### src/rtl/display_pkg.sv
// Shared types and constants for the multiplexed seven-segment scanner.
package display_pkg;

    typedef enum logic [1:0] {
        ST_LOAD  = 2'd0,
        ST_SHOW  = 2'd1,
        ST_BLANK = 2'd2
    } state_t;

    localparam int unsigned DEFAULT_SHOW_CYCLES  = 1024;
    localparam int unsigned DEFAULT_BLANK_CYCLES = 16;

    // Active-low {g,f,e,d,c,b,a} patterns, indexed by nibble value 0..F.
    localparam logic [6:0] SEG_TABLE [16] = '{
        7'h40, 7'h79, 7'h24, 7'h30, 7'h19, 7'h12, 7'h02, 7'h78,
        7'h00, 7'h10, 7'h08, 7'h03, 7'h46, 7'h21, 7'h06, 7'h0E
    };

    // True when digit idx and every more-significant nibble are zero; digit 0 never qualifies.
    function automatic logic lead_zero(input logic [15:0] value, input logic [1:0] idx);
        logic result;
        case (idx)
            2'd1:    result = (value[15:4] == 12'h000);
            2'd2:    result = (value[15:8] == 8'h00);
            2'd3:    result = (value[15:12] == 4'h0);
            default: result = 1'b0;
        endcase
        return result;
    endfunction

endpackage

### src/rtl/hex_to_seg.sv
// Combinational hex nibble to active-low seven-segment decoder.
module hex_to_seg
    import display_pkg::*;
(
    input  logic [3:0] nibble,
    output logic [6:0] seg_n
);

    assign seg_n = SEG_TABLE[nibble];

endmodule

### src/rtl/seven_seg_scanner.sv
// Four-digit multiplexed seven-segment scanner: snapshots the display word once per
// frame, then walks digits 0..3 with optional blanking gaps and leading-zero suppression.
module seven_seg_scanner
    import display_pkg::*;
#(
    parameter int unsigned SHOW_CYCLES  = DEFAULT_SHOW_CYCLES,
    parameter int unsigned BLANK_CYCLES = DEFAULT_BLANK_CYCLES
) (
    input  logic        clk,
    input  logic        rst_n,
    input  logic        clk_enable,
    input  logic [15:0] display_in,
    input  logic        lzb,
    output logic [6:0]  seg_n,
    output logic [3:0]  digit_n,
    output logic        frame_start
);

    localparam logic [15:0] SHOW_LAST  = 16'(SHOW_CYCLES - 1);
    localparam logic [15:0] BLANK_LAST = (BLANK_CYCLES == 0) ? 16'h0000 : 16'(BLANK_CYCLES - 1);

    state_t      state;
    state_t      state_next;
    logic [1:0]  d;
    logic [1:0]  d_next;
    logic [15:0] cnt;
    logic [15:0] cnt_next;
    logic [15:0] shadow;
    logic        lzb_q;
    logic [3:0]  nibble;
    logic [6:0]  seg_dec;
    logic [6:0]  seg_next;
    logic [3:0]  digit_next;
    logic        blank_digit;

    always_comb begin
        case (d)
            2'd0:    nibble = shadow[3:0];
            2'd1:    nibble = shadow[7:4];
            2'd2:    nibble = shadow[11:8];
            default: nibble = shadow[15:12];
        endcase
    end

    hex_to_seg u_dec (
        .nibble (nibble),
        .seg_n  (seg_dec)
    );

    assign blank_digit = lzb_q && lead_zero(shadow, d);

    // Output registers take the values belonging to the current state, so they lag it by one cycle.
    always_comb begin
        state_next = state;
        d_next     = d;
        cnt_next   = cnt;
        seg_next   = '1;
        digit_next = '1;
        case (state)
            ST_LOAD: begin
                state_next = ST_SHOW;
                d_next     = '0;
                cnt_next   = '0;
            end
            ST_SHOW: begin
                if (!blank_digit) begin
                    seg_next   = seg_dec;
                    digit_next = ~(4'b0001 << d);
                end
                if (cnt == SHOW_LAST) begin
                    cnt_next = '0;
                    if (BLANK_CYCLES != 0) begin
                        state_next = ST_BLANK;
                    end else if (d == 2'd3) begin
                        state_next = ST_LOAD;
                    end else begin
                        d_next     = d + 2'd1;
                        state_next = ST_SHOW;
                    end
                end else begin
                    cnt_next = cnt + 16'd1;
                end
            end
            ST_BLANK: begin
                if (cnt == BLANK_LAST) begin
                    cnt_next = '0;
                    if (d == 2'd3) begin
                        state_next = ST_LOAD;
                    end else begin
                        d_next     = d + 2'd1;
                        state_next = ST_SHOW;
                    end
                end else begin
                    cnt_next = cnt + 16'd1;
                end
            end
            default: begin
                state_next = ST_LOAD;
                d_next     = '0;
                cnt_next   = '0;
            end
        endcase
    end

    always_ff @(posedge clk) begin
        if (!rst_n) begin
            state   <= ST_LOAD;
            d       <= '0;
            cnt     <= '0;
            shadow  <= '0;
            lzb_q   <= 1'b0;
            seg_n   <= '1;
            digit_n <= '1;
        end else if (clk_enable) begin
            state   <= state_next;
            d       <= d_next;
            cnt     <= cnt_next;
            seg_n   <= seg_next;
            digit_n <= digit_next;
            if (state == ST_LOAD) begin
                shadow <= ~display_in;
                lzb_q  <= lzb;
            end
        end
    end

    // Combinational so the pulse coincides with the enabled LOAD cycle itself.
    assign frame_start = rst_n && clk_enable && (state == ST_LOAD);

endmodule
### config.mk
export PLATFORM = sky130hd
export DESIGN_NAME = seven_seg_scanner
export DESIGN_NICKNAME = d
export VERILOG_FILES = /design/src/rtl/display_pkg.sv /design/src/rtl/hex_to_seg.sv /design/src/rtl/seven_seg_scanner.sv
export SDC_FILE = /design/constraint.sdc
export NUM_CORES = 1
export LEC_CHECK = 0
export CAP_MARGIN = 20
export CORE_UTILIZATION = 50
export DETAILED_ROUTE_END_ITERATION = 16
export PLACE_DENSITY = 0.76
export REMOVE_ABC_BUFFERS = 1
export SYNTH_ARGS = -nofsm -noshare
export SYNTH_HDL_FRONTEND = slang
export SYNTH_SLANG_ARGS = --single-unit
### constraint.sdc
create_clock -name clk -period 2.2 [get_ports clk]
set_input_delay 0.55 -clock clk [delete_from_list [all_inputs] [get_ports clk]]
set_output_delay 0.55 -clock clk [all_outputs]
set_load 0.1 [all_outputs]
# == Word level (Yosys, flattened, before mapping) ==
# Memories as Yosys holds them, arrays and structs flattened.
# Index checks and enable logic that the tools add are counted.
# classes
add_sub_neg,2
order_cmp,1
n_eq_ne,10
n_shift,1
mux,18
bitwise,4
n_reduce_logical,11
# ops
cell,n
two-way mux 16 bit,2
one-hot mux 16 bit (2 select lines),1
two-way mux 7 bit,4
"adder 16 x 1 -> 16 bit, second input constant",1
"equality test 16 x 10 -> 1 bit, second input constant",1
"equality test 16 x 4 -> 1 bit, second input constant",1
inverter 16 bit,1
logical NOT 12 bit,1
one-hot mux 4 bit (3 select lines),1
logical NOT 8 bit,1
two-way mux 2 bit,4
two-way mux 4 bit,2
"equality test 2 bit, second input constant",3
"inequality test 2 bit, second input constant",3
one-hot mux 2 bit (3 select lines),1
"greater-or-equal comparator 5 bit, second input constant",1
inverter 4 -> 5 bit,1
"equality test 2 x 1 -> 1 bit, second input constant",2
logical NOT 2 bit,2
logical NOT 4 bit,1
inverter 4 bit,1
one-hot mux 2 bit (2 select lines),1
AND reduction 4 bit,1
"left shift 1 x 2 -> 4 bit, first input constant",1
other kinds (7),9
# word_totals
ff_bits,48
rom_bits,112
inputBits,20
output_inout_bits,12
elab_cells,55
n_memories,1
# mem_list
name,depth,width,rd,rd_ports_with_merged_regs,wr,line,rtl
(no name shown),16,7,1,0,0,hex_to_seg.sv:9,assign seg_n = SEG_TABLE[nibble];

# == Longest topological paths before layout ==
# logic_depth
depth_word,8
ltp_mapped,10
depth_no_buf,10

# == Modules after synthesis ==
# Synthesis repeated with hierarchy kept, for this count alone.
# unflattened
cells_unflattened,305
area_unflattened_um2,2680.1
# by_module_without_submodules
mod,n_inst,cells_each,area_per_inst_um2,seq_area_each_um2
seven_seg_scanner,1,269,2423.6,960.9
hex_to_seg,1,36,256.5,0.0

# == Least setup slack after synthesis ==
# No wires, ideal clock.
# synth_path
kind,input -> output
start,input port rst_n
end,output port frame_start
t_arrival_ps,1837
required_time_ps,1650
path_slack_ps,-187
path_stages,3
n_path_buf,2
path_cell_list,clkbuf_1 -> clkbuf_1 -> and3_1
# synth_via
elab_chain_cells,2
# synth_lines
element,line,rtl
start: declaration,seven_seg_scanner.sv:10,"input logic rst_n,"
logical AND 1 bit (2 in a row),seven_seg_scanner.sv:128,assign frame_start = rst_n && clk_enable && (state == ST_LOAD);
end: declaration,seven_seg_scanner.sv:16,output logic frame_start
# Every way passes these cells.

# == Worst setup path in the final report ==
# layout_path
start,register cnt[11]
end,register d[1]
# layout_via
elab_chain_cells,3
# layout_lines
element,line,rtl
start: declaration,seven_seg_scanner.sv:26,logic [15:0] cnt;
start signal: assignment,seven_seg_scanner.sv:117,cnt <= cnt_next;
equality test 16 x 4 -> 1 bit,seven_seg_scanner.sv:85,if (cnt == BLANK_LAST) begin
inequality test 2 bit (no line),--,
AND reduction 4 bit (no line),--,
end signal: assignment,seven_seg_scanner.sv:116,d <= d_next;
end: declaration,seven_seg_scanner.sv:24,logic [1:0] d;
# Every way passes these cells.
# A chain may end at the register's enable or synchronous reset.

==> flow_summary.toml <==
[status]
status = "finished clean"

[timing]
grt_setup_unrepaired = "true"
setup_viol = 0
fin_ws_ns = 0.0518
tns_ns = 0
hold-worst-slack_ns = 0.480
min_period_ns = 2.15
fmax_mhz = 466
clock_skew_ns = 0.00703
slew_headroom_pct = 56.8
tightestPinTransition_ns = 0.642
maxSlewViolCount = 0
hold_viol = 0
post-route-period-util_pct = 97.6

[setup_path]
cp_cell_sequence = "or4_4 > o41ai_4 > nand2_2 > or4b_4 > o22ai_1"
r2r-end = "d[1]"
cp-start-kind = "register"
worstPathArrival_ns = 2.37
crit_type = "register to register"
endpoint_kind = "register"
crit_slowest_cell = "or4_4"
cp_max_fo = 3
path_buf_inv = 0
path_depth = 5
cpLargestDelayFamily = "simple AND/OR/NAND/NOR gates"
startpoint = "cnt[11]"
rrSetupSlack_ns = 0.05
worstPathRequired_ns = 2.42
reg2reg_depth = 5
reg2reg_from = "cnt[11]"
crit_end = "d[1]"
slowest_delay_ns = 0.55

[clocking]
cts_made_buffers = 5
cts_tree = "yes"
insertion_delay_ns = 0.30
cts.sinks = 48
h-tree-depth = 2
clk_path_buf_depth = 2
hold_buffers = 0
post_cts_buffers = 0
clock-root-buffer = "clkbuf_8"
clkTransAtPathRegs_ns = 0.08

[power]
p_per_area_nw_per_um2 = 698
power_mw = 2.24
ir_worst_vdd_mv = 0.404
p_leak_nw = 1.41

[global_route]
grt_use_total_pct = 22.0
gr-usage-met3_pct = 4.56
antenna_found_initial = 0
grt_util_met2_pct = 38.2
grt_pass1_vias = 2000
use_met1_pct = 27.3
grt_pass1_wl_um = 9070
grt_max_degree = 34
grt-ovfl-total = 0
top_usage_layer = "met2"

[drt]
wl_per_cell_um = 13.7
drc_errors = 0
vias_per_cell = 5.39
dr.pass1.iters = 5
drt_iter0_drc = 102
wirelength_um = 5480
vias = 2161
antenna_left = 0

[floorplanning]
core_area_um2 = 4750
die_area_um2 = 5270
row_count = 25
fp.dieH_um = 72.6
fp.dieW_um = 72.6
start_util_pct = 52.4
io_pins = 32

[logic_synthesis]
yosysMostFrequentCell = "dfxtp_1"
async_flop_share_pct = 0
syn_area_um2 = 2490
synth_top_cell_by_area = "dfxtp_1"
postSynthAreaPerCell_um2 = 8.91
synthFlopType = "dfxtp_1"
synth_cell_types = 44
synth_area_leaders = "dfxtp_1 39%, ha_1 8.5%, o211a_1 6.4%"
yosysSeqAreaShare_pct = 38.5
synth.cells.most_frequent = "48 x dfxtp_1, 41 x nand2_1, 27 x nor2_1"
yosys_warnings = 0
synth_edf_count = 0
yosysTopAreaCellShare_pct = 38.5
syn-instance-count = 280
synth-seq-cells = 48

[layout]
drive_above_1_share_pct = 22.2
antenna_cells = 0
n_fill_cell = 390
syn_to_final_growth_pct = 28.7
finish.utilization_pct = 67.5
final_nets = 370

[placement]
hpwl_um = 4110
dp_slack_ns = 0.0117
portBuffers = 31
gp_congestion = 0.896

[min_path]
worstHoldStart = "cnt[15]"
min_path_type = "register to register"

[job]
cap_violations = 0
worst register-to-register path, stage by stage, from the launching register on:
cell and delay, ns:
dfxtp_1 0.32, or4_4 0.55, o41ai_4 0.40, nand2_2 0.10, or4b_4 0.52, o22ai_1 0.18
sequential cells by signal, summed over array words and instances (netlist names):
name / cells
state: 2
cnt: 16
shadow: 16
digit_n: 4
seg_n: 7
lzb_q: 1
d: 2
power breakdown:
group	internal [mW]	switching (mW)
registers	0.934	0.0518
clock network	0.336	0.296
logic	0.270	0.353
total	1.54	0.701
cells by family after synthesis:
| kind of cell | synth area share [%] |
|---|---|
| AOI/OAI and AO/OA | 18.1 |
| xor gates and xnor gates | 3.86 |
| adders and majority gates | 8.53 |
| buffers and inverters | 3.81 |
| DFF | 38.5 |
| muxes | 5.12 |
| and+or+nand+nor | 22.0 |
stage by stage:
step | instance area, um2 | cells
after floorplan | 2450 | 268
after global placement | 3040 | 393
after detailed placement | 3040 | 393
after CTS | 3160 | 401
after global routing | 3210 | 401
final | 3210 | 401
timing repair:
| action | in CTS | in global routing |
|---|---|---|
| gates cloned | 0 | 0 |
| pin swaps | 2 | 1 |
| gates resized for setup | 3 | 13 |
| endpoints found under the setup margin | 1 | 15 |
cell type report:
type	count	area (um2)	share of cell area, %
Clock inverter	3	42.5	1.33
Clock buffer	5	68.8	2.14
Timing Repair Buffer	58	508	15.8
Sequential cell	48	965	30.1
Inverter	13	48.8	1.52
Multi-Input combinational cell	207	1490	46.5
Tap cell	67	83.8	2.61
cells in the final DEF (no fill, tap or decap), types with 3 or more instances in the layout:
cell type,instances
clkbuf_8,5
o21ai_0,6
nor4_1,6
mux2_2,4
xnor2_1,3
clkdlybuf4s50_1,19
inv_1,11
nand3_1,13
xor2_1,8
o211a_1,16
o22ai_1,3
a21oi_1,5
ha_1,13
nand2_1,41
mux2i_1,6
a31oi_1,7
and2_1,3
dfxtp_2,3
and3_1,6
dfxtp_1,45
nor2_1,27
a222oi_1,4
buf_4,37
nand4_1,3
worst min-delay path by stage:
stage          endpoint  slack (ns)  cells after the start
2_1_floorplan   cnt[15]        0.43                      1
3_3_place_gp    cnt[15]        0.45                      1
3_5_place_dp    cnt[15]        0.48                      1
4_1_cts         cnt[15]        0.49                      1
5_1_grt         cnt[15]        0.52                      1
6_report        cnt[15]        0.48                      1
per-layer routing:
metal / wire (um) / up-vias
met2: 2760 / 32
met5: 0 / -
met1: 2490 / 1011
met3: 160 / 7
li1: - / 1111
met4: 65 / 0
Power figures use the tool's default switching activity.
